## src/rtl/hash_table_bank.sv

```systemverilog
// Storage bank behind the hash-table controller: per-table key/data RAMs with
// valid flags, a post-reset/clear invalidation sweep and a live occupancy count.
module hash_table_bank #(
  parameter int KEY_WIDTH           = 4,
  parameter int DATA_WIDTH          = 8,
  parameter int NUMBER_OF_TABLES    = 3,
  parameter int HASH_TABLE_MAX_SIZE = 4
) (
  input  logic                                                  clk,
  input  logic                                                  rst,
  input  logic                                                  clear_i,
  input  logic [NUMBER_OF_TABLES-1:0][HASH_TABLE_MAX_SIZE-1:0]  hash_adr_i,
  input  logic [NUMBER_OF_TABLES-1:0]                           write_en_i,
  input  logic [NUMBER_OF_TABLES-1:0]                           write_valid_flag_i,
  input  logic [NUMBER_OF_TABLES-1:0][KEY_WIDTH+DATA_WIDTH-1:0] keys_data_i,
  output logic [NUMBER_OF_TABLES-1:0][KEY_WIDTH+DATA_WIDTH-1:0] read_out_keys_data_o,
  output logic [NUMBER_OF_TABLES-1:0]                           valid_flags_o,
  output logic                                                  ready_o,
  output logic [$clog2(NUMBER_OF_TABLES*2**HASH_TABLE_MAX_SIZE+1)-1:0] occupancy_o
);

  localparam int DEPTH = 2 ** HASH_TABLE_MAX_SIZE;
  localparam int KD_W  = KEY_WIDTH + DATA_WIDTH;
  localparam int OCC_W = $clog2(NUMBER_OF_TABLES * DEPTH + 1);

  localparam logic [0:0] INIT = 1'b0;
  localparam logic [0:0] RUN  = 1'b1;

  logic [0:0]                     state_reg;
  logic [HASH_TABLE_MAX_SIZE-1:0] cnt_reg;
  logic [OCC_W-1:0]               occ_reg;
  logic [OCC_W-1:0]               occ_next;
  logic                           run;
  logic [NUMBER_OF_TABLES-1:0]    wr_en;
  logic [NUMBER_OF_TABLES-1:0]    old_valid;

  assign run   = (state_reg == RUN);
  // A clear or reset in the same cycle drops every write.
  assign wr_en = {NUMBER_OF_TABLES{run & ~clear_i & ~rst}} & write_en_i;

  always_comb begin
    occ_next = occ_reg;
    for (int t = 0; t < NUMBER_OF_TABLES; t++) begin
      if (wr_en[t]) begin
        if (!old_valid[t] && write_valid_flag_i[t])
          occ_next = occ_next + OCC_W'(1);
        else if (old_valid[t] && !write_valid_flag_i[t])
          occ_next = occ_next - OCC_W'(1);
      end
    end
  end

  always_ff @(posedge clk) begin
    if (rst) begin
      state_reg <= INIT;
      cnt_reg   <= '0;
      occ_reg   <= '0;
    end else begin
      case (state_reg)
        INIT: begin
          cnt_reg <= cnt_reg + 1'b1;
          if (&cnt_reg)
            state_reg <= RUN;
        end
        default: begin
          if (clear_i) begin
            state_reg <= INIT;
            cnt_reg   <= '0;
            occ_reg   <= '0;
          end else begin
            occ_reg <= occ_next;
          end
        end
      endcase
    end
  end

  assign ready_o     = run;
  assign occupancy_o = occ_reg;

  generate
    for (genvar gi = 0; gi < NUMBER_OF_TABLES; gi++) begin : g_table
      logic [KD_W-1:0]  mem [DEPTH];
      logic [DEPTH-1:0] valid_reg;
      logic [KD_W-1:0]  rd_reg;
      logic             vf_reg;

      assign old_valid[gi] = valid_reg[hash_adr_i[gi]];

      always_ff @(posedge clk) begin
        if (wr_en[gi])
          mem[hash_adr_i[gi]] <= keys_data_i[gi];
      end

      // Read-first: the registered output captures the pre-write contents.
      always_ff @(posedge clk) begin
        if (rst || !run) begin
          rd_reg <= '0;
          vf_reg <= 1'b0;
        end else begin
          rd_reg <= mem[hash_adr_i[gi]];
          vf_reg <= valid_reg[hash_adr_i[gi]];
        end
      end

      always_ff @(posedge clk) begin
        if (!run)
          valid_reg[cnt_reg] <= 1'b0;
        else if (wr_en[gi])
          valid_reg[hash_adr_i[gi]] <= write_valid_flag_i[gi];
      end

      assign read_out_keys_data_o[gi] = rd_reg;
      assign valid_flags_o[gi]        = vf_reg;
    end
  endgenerate

endmodule

```

## config.mk

```make
export PLATFORM = sky130hd
export DESIGN_NAME = hash_table_bank
export DESIGN_NICKNAME = d
export VERILOG_FILES = /design/src/rtl/hash_table_bank.sv
export SDC_FILE = /design/constraint.sdc
export NUM_CORES = 1
export LEC_CHECK = 0
export CORE_ASPECT_RATIO = 0.75
export CORE_MARGIN = 2
export CORE_UTILIZATION = 61
export DETAILED_ROUTE_END_ITERATION = 8
export PLACE_DENSITY = 0.8
export SYNTH_ARGS = -nofsm -noshare
export SYNTH_HDL_FRONTEND = slang
export SYNTH_SLANG_ARGS = --single-unit
```

## constraint.sdc

```tcl
create_clock -name clk -period 6.1 [get_ports clk]
set_input_delay 1.83 -clock clk [delete_from_list [all_inputs] [get_ports clk]]
set_output_delay 1.83 -clock clk [all_outputs]
set_load 0.01 [all_outputs]
```

==> results of run 1 <==
[worst register-to-register path, stage by stage, from the launching register on]
cell,delay [ps]
edfxtp_1,440
mux4_2,550
a22oi_1,270
nand2_1,120
buf_4,180
o31ai_1,250
a211oi_2,130
buf_4,160
ha_1,190
nand3b_1,80
a21o_1,130
xnor3_1,300
a2111oi_0,420
o21ai_1,120
xor2_1,150
a21o_1,180
[synth_stat cells, types with 2 or more instances]
library cell    n
and3_1          3
inv_1          12
or2_2           6
nor4bb_1        2
clkbuf_1       65
mux2i_4         2
buf_1          20
nand4_1         7
edfxtp_1      624
or4_1           2
a21o_1          3
nor2b_1        49
mux2i_1         7
nor2_1         72
nor3_1         10
a2bb2oi_1       2
a22o_1         18
o31ai_1         6
buf_4           3
mux4_2        194
or3_1           5
nand3b_1        5
a31oi_1         6
a22oi_1         3
dfxtp_1        50
xnor2_2         2
and2_1          5
nand2b_1       15
nor3b_1         5
xor2_1          5
nand2_1        61
nor4_1          5
o21ai_0        80
buf_2           2
o21ai_1         5
xnor2_1         5
a21oi_1        19
ha_1           10
inv_2           2
o22a_1          2
nand3_1        17
[power by group through the flow]
stage          combinational [W]  sequential (W)  clock (W)
3_3_place_gp            0.000460         0.00523          0
4_1_cts                 0.000481         0.00513    0.00380
6_report                0.000479         0.00513    0.00375
2_1_floorplan           0.000315         0.00521          0
5_1_grt                 0.000517         0.00513    0.00396
3_5_place_dp            0.000476         0.00523          0
[worst paths after layout]
check                                start                        to  slack (ps)  cells after the start
hold / removal    g_table[2].valid_reg[12]  g_table[2].valid_reg[12]         560                      2
setup / recovery             hash_adr_i[2]            occupancy_o[4]         810                     16
hold reg to reg   g_table[2].valid_reg[12]  g_table[2].valid_reg[12]         560                      2
setup reg to reg  g_table[0].valid_reg[14]            occupancy_o[4]        2310                     15
[per-stage QoR]
stage                     hold WS, ps  total power, W
after floorplan                 506.3        0.005527
after global placement          530.0        0.005685
after detailed placement        541.2        0.005703
after CTS                       556.8        0.009407
after global routing            593.1        0.009607
final                           564.9        0.009353
[area by class of cell]
class / count / share of cell area [%]
tap: 586 / 2.355
timing repair buffer: 174 / 4.943
sequential: 674 / 63.40
multi-input combinational: 657 / 22.80
clock inverter: 29 / 0.8640
inverter: 14 / 0.1688
clock buffer: 84 / 5.469
[per-layer routing]
metal / vias up / global-route usage [%] / wire (µm)
met2: 663 / 39.54 / 27740
met1: 7393 / 39.49 / 24430
met4: 2 / 6.794 / 1268
met5: - / 0 / 12
li1: 6109 / - / -
met3: 99 / 4.261 / 4734
[cell families (layout without fill, tap and decap cells)]
family / count (synthesis) / in the layout / share of synthesized area [%]
compound gates: 154 / 154 / 3.430
simple gates: 277 / 277 / 5.175
flops: 674 / 674 / 72.43
mux: 203 / 203 / 16.46
buf+inv: 105 / 301 / 1.524
xor+xnor: 13 / 13 / 0.5234
fa+ha+maj: 10 / 10 / 0.4591
==> parameters.txt, run 1 <==
Parameter                              Value

Power and ir drop
  Pwr/cell area ... about 300 nW/µm²
  LEAKAGE ... around 10 nW
  Comb power frac ... under 10%
  Highest ir drop seen on vdd ... between 0.2 and 0.3 mV
  Sw Ratio ... between 20 and 25%
  Cell-internal power ... between 0.007 and 0.008 W
  Power share of the clock group ... approximately 40%
  Power spent charging and discharging nets ... 0.001902 W
  Sequential power share ... roughly 55%

Yosys
  Seq/Total Area, Yosys ... ~72%
  Top-area cell type share of the netlist area ... between 60% and 70%
  Number of warnings issued by yosys ... 0
  Gate count after technology mapping ... roughly 1400
  Synth async-reset ratio ... 0%
  Number of storage elements in the synthesis netlist ... 674
  Cells taking the most area after synthesis ... edfxtp_1 69%, mux4_2 16%, dfxtp_1 3.7%, o21ai_0 1.5%, nor2b_1 1.1%
  Mean instance size in the synthesized netlist ... approximately 19 µm²
  Number of enable flip-flop cells after synthesis ... around 620
  Synth Flop Type ... edfxtp_1
  Syn_nets ... 1503
  Post-synth top area cell ... edfxtp_1
  Number of unique standard cell types used by synthesis ... 61
  Post-synth design cell area ... 27250 µm²

STA
  Setup Viol. Count Final ... 0
  Fin Setup TNS ... 0 ps
  Hold violation total from the final report ... 0
  Setup repair after global routing missed its margin ... no
  Final Slew Violations ... 0
  Maximum achievable frequency ... 0.1892 GHz
  Worst slew slack as a fraction of its limit ... between 20% and 30%
  Final clock skew ... 13.18 ps
  Worst setup margin ... about 810 ps
  Period minus WS final ... 5286 ps
  Period utilisation layout ... 86.65%
  Actual slew at the worst max-slew pin ... ~1100 ps

Die
  Die extent in x ... between 200 and 250 µm
  Floorplan Core Area ... ~44000 µm²
  Initial core utilization ... around three fifths
  Total die area ... 46400 µm²
  I/O Pins ... around 100
  Row count ... 67
  Chip Height ... between 150 and 200 µm

Cells and area
  Fill count ... 2647
  Multi-input logic area ... about 7100 µm²
  Non-filler cells in the finished layout ... 2218
  Signed area change from the synthesized netlist to the final layout ... 14.26%
  Cell area after layout ... roughly 31000 µm²
  Net count, final ... ~1600
  Final core utilization ... 70.21%
  Layout cell share with drive strength beyond 1 ... roughly a quarter
  Most common cell after layout, fill and taps aside ... edfxtp_1
  Largest register FFs ... about 580
  Diodes inserted ... 0
  Top library cells by usage in the layout, fill and taps aside ... 624 x edfxtp_1, 194 x mux4_2, 96 x clkdlybuf4s50_1
  Storage cell area ... just under 20000 µm²

Clocking
  Clock Pin Slew Worst Setup and Hold Paths ... about 60 ps
  Clock buffer count from CTS ... 60
  CTS tree ... done
  PostCTS Resize Cnt ... 0
  Total of hold buffers inserted after clock tree synthesis ... 0
  Post-CTS Repair Setup Buffers ... 0
  Clock sink total ... 674
  Library cell used as clock root buffer ... clkbuf_16
  Clk_lat worst skew ... roughly 620 ps
  Clock buffer depth ... 3
  H-tree depth ... 2

Run
  Max-cap violation count ... 0

Route
  Final routed wirelength across all metal layers ... approximately 58000 µm
  First-iteration detailed-routing DRC count ... between 1500 and 2000
  Iteration count of the initial detailed-routing pass ... 5
  Post-DR vias/cell ... between 6 and 7
  Average wire per standard cell ... 26.23 µm
  Post-route DRC violation count ... 0
  Via total after detailed routing ... between 10000 and 15000
  Number of nets with antenna violations after detailed routing ... 0

Worst setup path
  Type of the worst setup path ... in2reg
  Slowest-stage cell, CP ... clkdlybuf4s50_1
  Element type at the critical path end ... register
  Startpoint types ... input pin
  Worst path required time ... between 6000 and 7000 ps
  Largest driver fanout on the critical path ... 6
  Data arrival time of the critical path ... 5800 ps
  Biggest cell delay along the critical path ... between 600 and 700 ps
  Cell class contributing the biggest share of worst-path delay ... compound AO/OA/AOI/OAI gates
  CP bufs+invs ... 3
  List of cells traversed by the critical path ... clkdlybuf4s50_1 -> mux4_2 -> a22oi_1 -> nand2_1 -> buf_4 -> o31ai_1 -> a211oi_2 -> buf_4 -> ha_1 -> nand3b_1 -> a21o_1 -> xnor3_1 -> a2111oi_0 -> o21ai_1 -> xor2_1 -> a21o_1

Place
  Gp weighted congestion ... roughly 0.89
  Final HPWL DP ... 35250 µm
  Cell Area, Placed ... between 20000 and 30000 µm²
  I/O Buffers ... around 100
  Count of placed standard cells including taps ... 2105
  Post-placement setup slack ... roughly 210 ps

Global routing
  First-pass GRT wire length ... 88480 µm
  Global Route Usage Sum ... around a quarter
  Vias in the first global route ... approximately 14000
  Total global routing overflow ... 0
  Largest net degree at the start of global routing ... 93
  Antenna violations before repair ... 2

Run status
  Result of the run ... finished clean

Min path
  Hold Path Class ... reg2reg
Note: power is estimated with default switching activity, not from simulation.
==> inputs of run 2 (changes only) <==
--- a/config.mk
+++ b/config.mk
@@ -7,9 +7,9 @@
 export LEC_CHECK = 0
 export CORE_ASPECT_RATIO = 0.75
 export CORE_MARGIN = 2
-export CORE_UTILIZATION = 61
+export CORE_UTILIZATION = 40
 export DETAILED_ROUTE_END_ITERATION = 8
-export PLACE_DENSITY = 0.8
+export PLACE_DENSITY = 0.56
 export SYNTH_ARGS = -nofsm -noshare
 export SYNTH_HDL_FRONTEND = slang
 export SYNTH_SLANG_ARGS = --single-unit
==> constraint.sdc (replaced) <==
create_clock -name clk -period 6.1 [get_ports clk]
set_input_delay 1.83 -clock clk [delete_from_list [all_inputs] [get_ports clk]]
set_output_delay 1.83 -clock clk [all_outputs]
set_load 0.05 [all_outputs]
==> parameters.txt, run 2 (synthesis results as in run 1) <==
Parameter                              Value

Run status
  Result of the run ... finished clean

Cells and area
  Largest register FFs ... between 500 and 600
  Net count, final ... ~1700
  Diodes inserted ... 0
  Signed area change from the synthesized netlist to the final layout ... 16.33%
  Layout cell share with drive strength beyond 1 ... between 20% and 30%
  Final core utilization ... between 40% and 50%
  Cell area after layout ... between 30000 and 40000 µm²
  Most common cell after layout, fill and taps aside ... edfxtp_1
  Fill count ... around 5600
  Top library cells by usage in the layout, fill and taps aside ... 624 x edfxtp_1, 194 x mux4_2, 96 x clkdlybuf4s50_1

Die
  Total die area ... roughly 70000 µm²
  Initial core utilization ... 40.61%
  I/O Pins ... around 100
  Floorplan Core Area ... roughly 67000 µm²
  Die extent in x ... roughly 310 µm
  Row count ... roughly 80
  Chip Height ... roughly 230 µm

Route
  Post-route DRC violation count ... 0
  Final routed wirelength across all metal layers ... between 60000 and 70000 µm
  First-iteration detailed-routing DRC count ... 1640
  Average wire per standard cell ... approximately 25 µm
  Number of nets with antenna violations after detailed routing ... 0
  Post-DR vias/cell ... 5.551
  Via total after detailed routing ... about 14000
  Iteration count of the initial detailed-routing pass ... 5

Power and ir drop
  Power after layout ... 0.009643 W
  Highest ir drop seen on vdd ... 0.1698 mV
  Pwr/cell area ... slightly above 300 nW/µm²
  LEAKAGE ... between 10 and 15 nW

Clocking
  Library cell used as clock root buffer ... clkbuf_16
  Clock Pin Slew Worst Setup and Hold Paths ... 70 ps
  Clock buffer depth ... 3
  PostCTS Resize Cnt ... 0
  Post-CTS Repair Setup Buffers ... 0
  Clk_lat worst skew ... 620 ps
  H-tree depth ... 3
  Total of hold buffers inserted after clock tree synthesis ... 0
  Clock sink total ... ~670
  CTS tree ... done
  Clock buffer count from CTS ... 68

Place
  Final HPWL DP ... about 38000 µm
  I/O Buffers ... between 100 and 150
  Gp weighted congestion ... about 0.85
  Cell Area, Placed ... between 20000 and 30000 µm²

Worst setup path
  Element type at the critical path end ... register
  Data arrival time of the critical path ... approximately 5900 ps
  Worst path required time ... around 6600 ps
  Cell type with the highest occurrence count on the critical path ... ha_1
  Largest driver fanout on the critical path ... 7
  Slowest-stage cell, CP ... clkdlybuf4s50_1
  Startpoint types ... input pin
  List of cells traversed by the critical path ... clkdlybuf4s50_1 -> mux4_2 -> a22oi_1 -> nand2_1 -> and3_1 -> a211oi_2 -> inv_1 -> ha_1 -> o32ai_1 -> a31oi_2 -> ha_1 -> and2_1 -> and4_1 -> o21ai_1 -> xor2_1 -> a21o_1
  Biggest cell delay along the critical path ... roughly 740 ps
  Type of the worst setup path ... in2reg

Min path
  Hold Path Class ... reg2reg

STA
  Maximum achievable frequency ... about 0.19 GHz
  Period utilisation layout ... 87.60%
  Setup Viol. Count Final ... 0
  Period minus WS final ... roughly 5300 ps
  Worst slew slack as a fraction of its limit ... about two fifths
  Final clock skew ... about 23 ps
  Final Slew Violations ... 0
  Final hold slack ... between 500 and 600 ps
  Setup repair after global routing missed its margin ... no
  Hold violation total from the final report ... 0
  Fin Setup TNS ... 0 ps
  Actual slew at the worst max-slew pin ... just under 900 ps

Run
  Max-cap violation count ... 0

Global routing
  Global Route Usage Sum ... about 18%
  Vias in the first global route ... ~14000
  Largest net degree at the start of global routing ... 93
  First-pass GRT wire length ... between 90000 and 100000 µm
  Fraction of met3 tracks used by global routing ... under 10%
  Layer with the highest usage ... met2
  Met1 Usage GRT ... a little over a quarter
  Total global routing overflow ... 0
  Antenna violations before repair ... 3
  Met2 track demand over resource in global routing ... ~28%
==> run 2: cell count changes in the layout (fill, tap and decap cells not counted), sizes merged <==
| cell | delta |
|---|---|
| inv | +3 |
| clkbuf | +17 |
| clkinv | -8 |
| buf | +5 |
| bufinv | -2 |
==> run 2: report_power, final <==
part | switching, W | internal [W] | leakage [nW]
Combinational | 0.000251 | 0.000232 | 2.90
Sequential | 0.0000312 | 0.00510 | 6.13
Clock | 0.00177 | 0.00226 | 1.03
Total | 0.00205 | 0.00759 | 10.1
==> run 2: final timing paths <==
kind,slack (ps),start,cells after the start,end
worst max-delay path,760,hash_adr_i[2],16,occupancy_o[4]
worst min register to register,550,cnt_reg[1],2,cnt_reg[1]
worst min-delay path,550,cnt_reg[1],2,cnt_reg[1]
worst max register to register,2200,ready_o,13,occupancy_o[4]
==> run 2: worst max-delay path, delay by kind of cell <==
kind	cells	cell delay (ps)
xor+xnor	1	150
compound gates	6	1320
mux	1	630
buf+inv	2	820
fa+ha+maj	2	490
simple gates	4	600
==> run 2: cell type report <==
cell class	count	area [µm²]	share of cell area, %
sequential	674	19740	62.27
timing repair buffer	179	1577	4.973
tap	882	1104	3.481
clock inverter	22	235.2	0.7420
clock buffer	101	1887	5.952
multi-input combinational	657	7106	22.41
inverter	14	52.55	0.1658
==> run 2: per-stage QoR <==
step / worst slack [ps] / cells
global placement: 151.5 / 2406
detailed placement: 103.4 / 2406
CTS: 754.4 / 2529
finish: 756.3 / 2529
global route: 384.1 / 2529
floorplan: 1041 / 1436
==> run 2: per-layer routing <==
metal / part of all wire [%] / vias to the layer above
met5: 0.013 / -
met4: 1.6 / 2
met3: 6.5 / 97
met2: 46 / 439
met1: 46 / 7356
li1: - / 6145
==> inputs of run 3 (changes only) <==
--- a/config.mk
+++ b/config.mk
@@ -5,11 +5,13 @@
 export SDC_FILE = /design/constraint.sdc
 export NUM_CORES = 1
 export LEC_CHECK = 0
+export CELL_PAD_IN_SITES_DETAIL_PLACEMENT = 1
+export CELL_PAD_IN_SITES_GLOBAL_PLACEMENT = 1
 export CORE_ASPECT_RATIO = 0.75
 export CORE_MARGIN = 2
 export CORE_UTILIZATION = 40
 export DETAILED_ROUTE_END_ITERATION = 8
-export PLACE_DENSITY = 0.56
+export PLACE_DENSITY = 0.63
 export SYNTH_ARGS = -nofsm -noshare
 export SYNTH_HDL_FRONTEND = slang
 export SYNTH_SLANG_ARGS = --single-unit
==> parameters.txt, run 3 (synthesis results as in run 1) <==
Parameter                              Value

Clocking
  Clock buffer count from CTS ... 70
  Clk_lat worst skew ... between 600 and 700 ps
  Clock sink total ... 674
  H-tree depth ... 3
  Library cell used as clock root buffer ... clkbuf_16
  PostCTS Resize Cnt ... 0
  Total of hold buffers inserted after clock tree synthesis ... 0
  Clock Pin Slew Worst Setup and Hold Paths ... 60 ps
  Post-CTS Repair Setup Buffers ... 0
  Clock buffer depth ... 3
  CTS tree ... done

Die
  Row count ... 82
  Chip Height ... about 230 µm
  Die extent in x ... 305.4 µm
  Total die area ... between 70000 and 80000 µm²
  Floorplan Core Area ... 67100 µm²
  Initial core utilization ... around two fifths
  I/O Pins ... 103

Route
  Average wire per standard cell ... about 26 µm
  Number of nets with antenna violations after detailed routing ... 0
  Iteration count of the initial detailed-routing pass ... 4
  Post-DR vias/cell ... between 5 and 6
  First-iteration detailed-routing DRC count ... roughly 1200
  Post-route DRC violation count ... 0
  Via total after detailed routing ... between 10000 and 15000
  Final routed wirelength across all metal layers ... 66870 µm

Cells and area
  Layout cell share with drive strength beyond 1 ... a little under a quarter
  Most common cell after layout, fill and taps aside ... edfxtp_1
  Final core utilization ... around 47%
  Non-filler cells in the finished layout ... roughly 2500
  Largest register FFs ... ~580
  Top library cells by usage in the layout, fill and taps aside ... 624 x edfxtp_1, 194 x mux4_2, 96 x clkdlybuf4s50_1
  Signed area change from the synthesized netlist to the final layout ... 16.31%
  Net count, final ... roughly 1700

Worst setup path
  Slowest-stage cell, CP ... clkdlybuf4s50_1
  Biggest cell delay along the critical path ... 710 ps
  List of cells traversed by the critical path ... clkdlybuf4s50_1 -> mux4_2 -> a22o_1 -> o21ai_1 -> o31ai_1 -> a211oi_2 -> inv_1 -> ha_1 -> o32ai_1 -> a31oi_2 -> ha_1 -> and2_1 -> and4_1 -> o21ai_1 -> xor2_1 -> a21o_1
  Data arrival time of the critical path ... 5900 ps
  Element type at the critical path end ... register
  Startpoint types ... input pin
  CP bufs+invs ... 2
  Type of the worst setup path ... in2reg
  Largest driver fanout on the critical path ... 7
  Cell class contributing the biggest share of worst-path delay ... compound AO/OA/AOI/OAI gates
  Worst path required time ... 6600 ps

Place
  Count of placed standard cells including taps ... ~2400
  Post-placement setup slack ... 67.74 ps
  I/O Buffers ... 102
  Final HPWL DP ... 40220 µm
  Gp weighted congestion ... 0.8422

STA
  Period utilisation layout ... between 80% and 90%
  Hold violation total from the final report ... 0
  Worst slew slack as a fraction of its limit ... 35.82%
  Setup repair after global routing missed its margin ... no
  Actual slew at the worst max-slew pin ... 962.7 ps
  Maximum achievable frequency ... ~0.19 GHz
  Fin Setup TNS ... 0 ps
  Period minus WS final ... around 5400 ps
  Final Slew Violations ... 0
  Worst setup margin ... 699.8 ps
  Setup Viol. Count Final ... 0
  Final clock skew ... about 21 ps

Global routing
  First-pass GRT wire length ... between 100000 and 150000 µm
  Global Route Usage Sum ... 19.44%
  Antenna violations before repair ... 3
  Total global routing overflow ... 0
  Largest net degree at the start of global routing ... 66
  Vias in the first global route ... 15190

Power and ir drop
  Pwr/cell area ... about 300 nW/µm²
  LEAKAGE ... about 10 nW
  Highest ir drop seen on vdd ... 0.1868 mV

Run
  Max-cap violation count ... 0

Run status
  Result of the run ... finished clean

Min path
  Hold Path Class ... reg2reg
run 3: area by class of cell:
type / instances / area (µm²)
Multi-Input combinational cell: 657 / 7106
Antenna cell: 1 / 2.502
Clock buffer: 90 / 1901
Inverter: 14 / 52.55
Tap cell: 882 / 1104
Sequential cell: 674 / 19740
Clock inverter: 36 / 245.2
Fill cell: 6253 / 35400
Timing Repair Buffer: 175 / 1546
run 3: worst reg2reg max path, stage by stage, from the launching register on:
cell and delay [ps]:
dfxtp_2 680, nand4bb_1 370, or3_1 390, mux2i_1 280, or2_1 190, xnor2_2 140
inv_2 100, ha_1 220, nand3b_1 90, a21o_1 160, xnor3_1 310, a2111oi_0 420
o21ai_1 120, xor2_1 150, a21o_1 190
run 3: path summary, 6_finish.rpt:
path	startpoint	to	slack (ps)	cells after the start
worst min-delay path	g_table[2].valid_reg[6]	g_table[2].valid_reg[6]	550	2
worst max register to register	ready_o	occupancy_o[4]	2200	14
worst max-delay path	hash_adr_i[2]	occupancy_o[4]	700	16
worst min register to register	g_table[2].valid_reg[6]	g_table[2].valid_reg[6]	550	2
run 3: layer usage:
layer	wire, µm	global-route usage [%]	vias to the layer above
met3	3234	3.281	100
li1	-	-	6142
met2	31650	30.77	366
met4	1295	5.034	4
met5	23	0	-
met1	30660	28.10	7617
run 3: through the flow:
step	hold WS [ps]	total power (W)	instance area [µm²]
after floorplan	506.3	0.005527	27250
after global routing	593.4	0.009985	31690
after global placement	533.5	0.005705	29550
after detailed placement	548.2	0.005720	29550
after CTS	561.9	0.009781	31690
final	554.7	0.009662	31700
run 3: power breakdown:
group	internal [W]	switching (W)	leakage, nW
Sequential	0.00510	0.0000315	6.13
Combinational	0.000233	0.000255	2.88
Clock	0.00229	0.00175	1.05
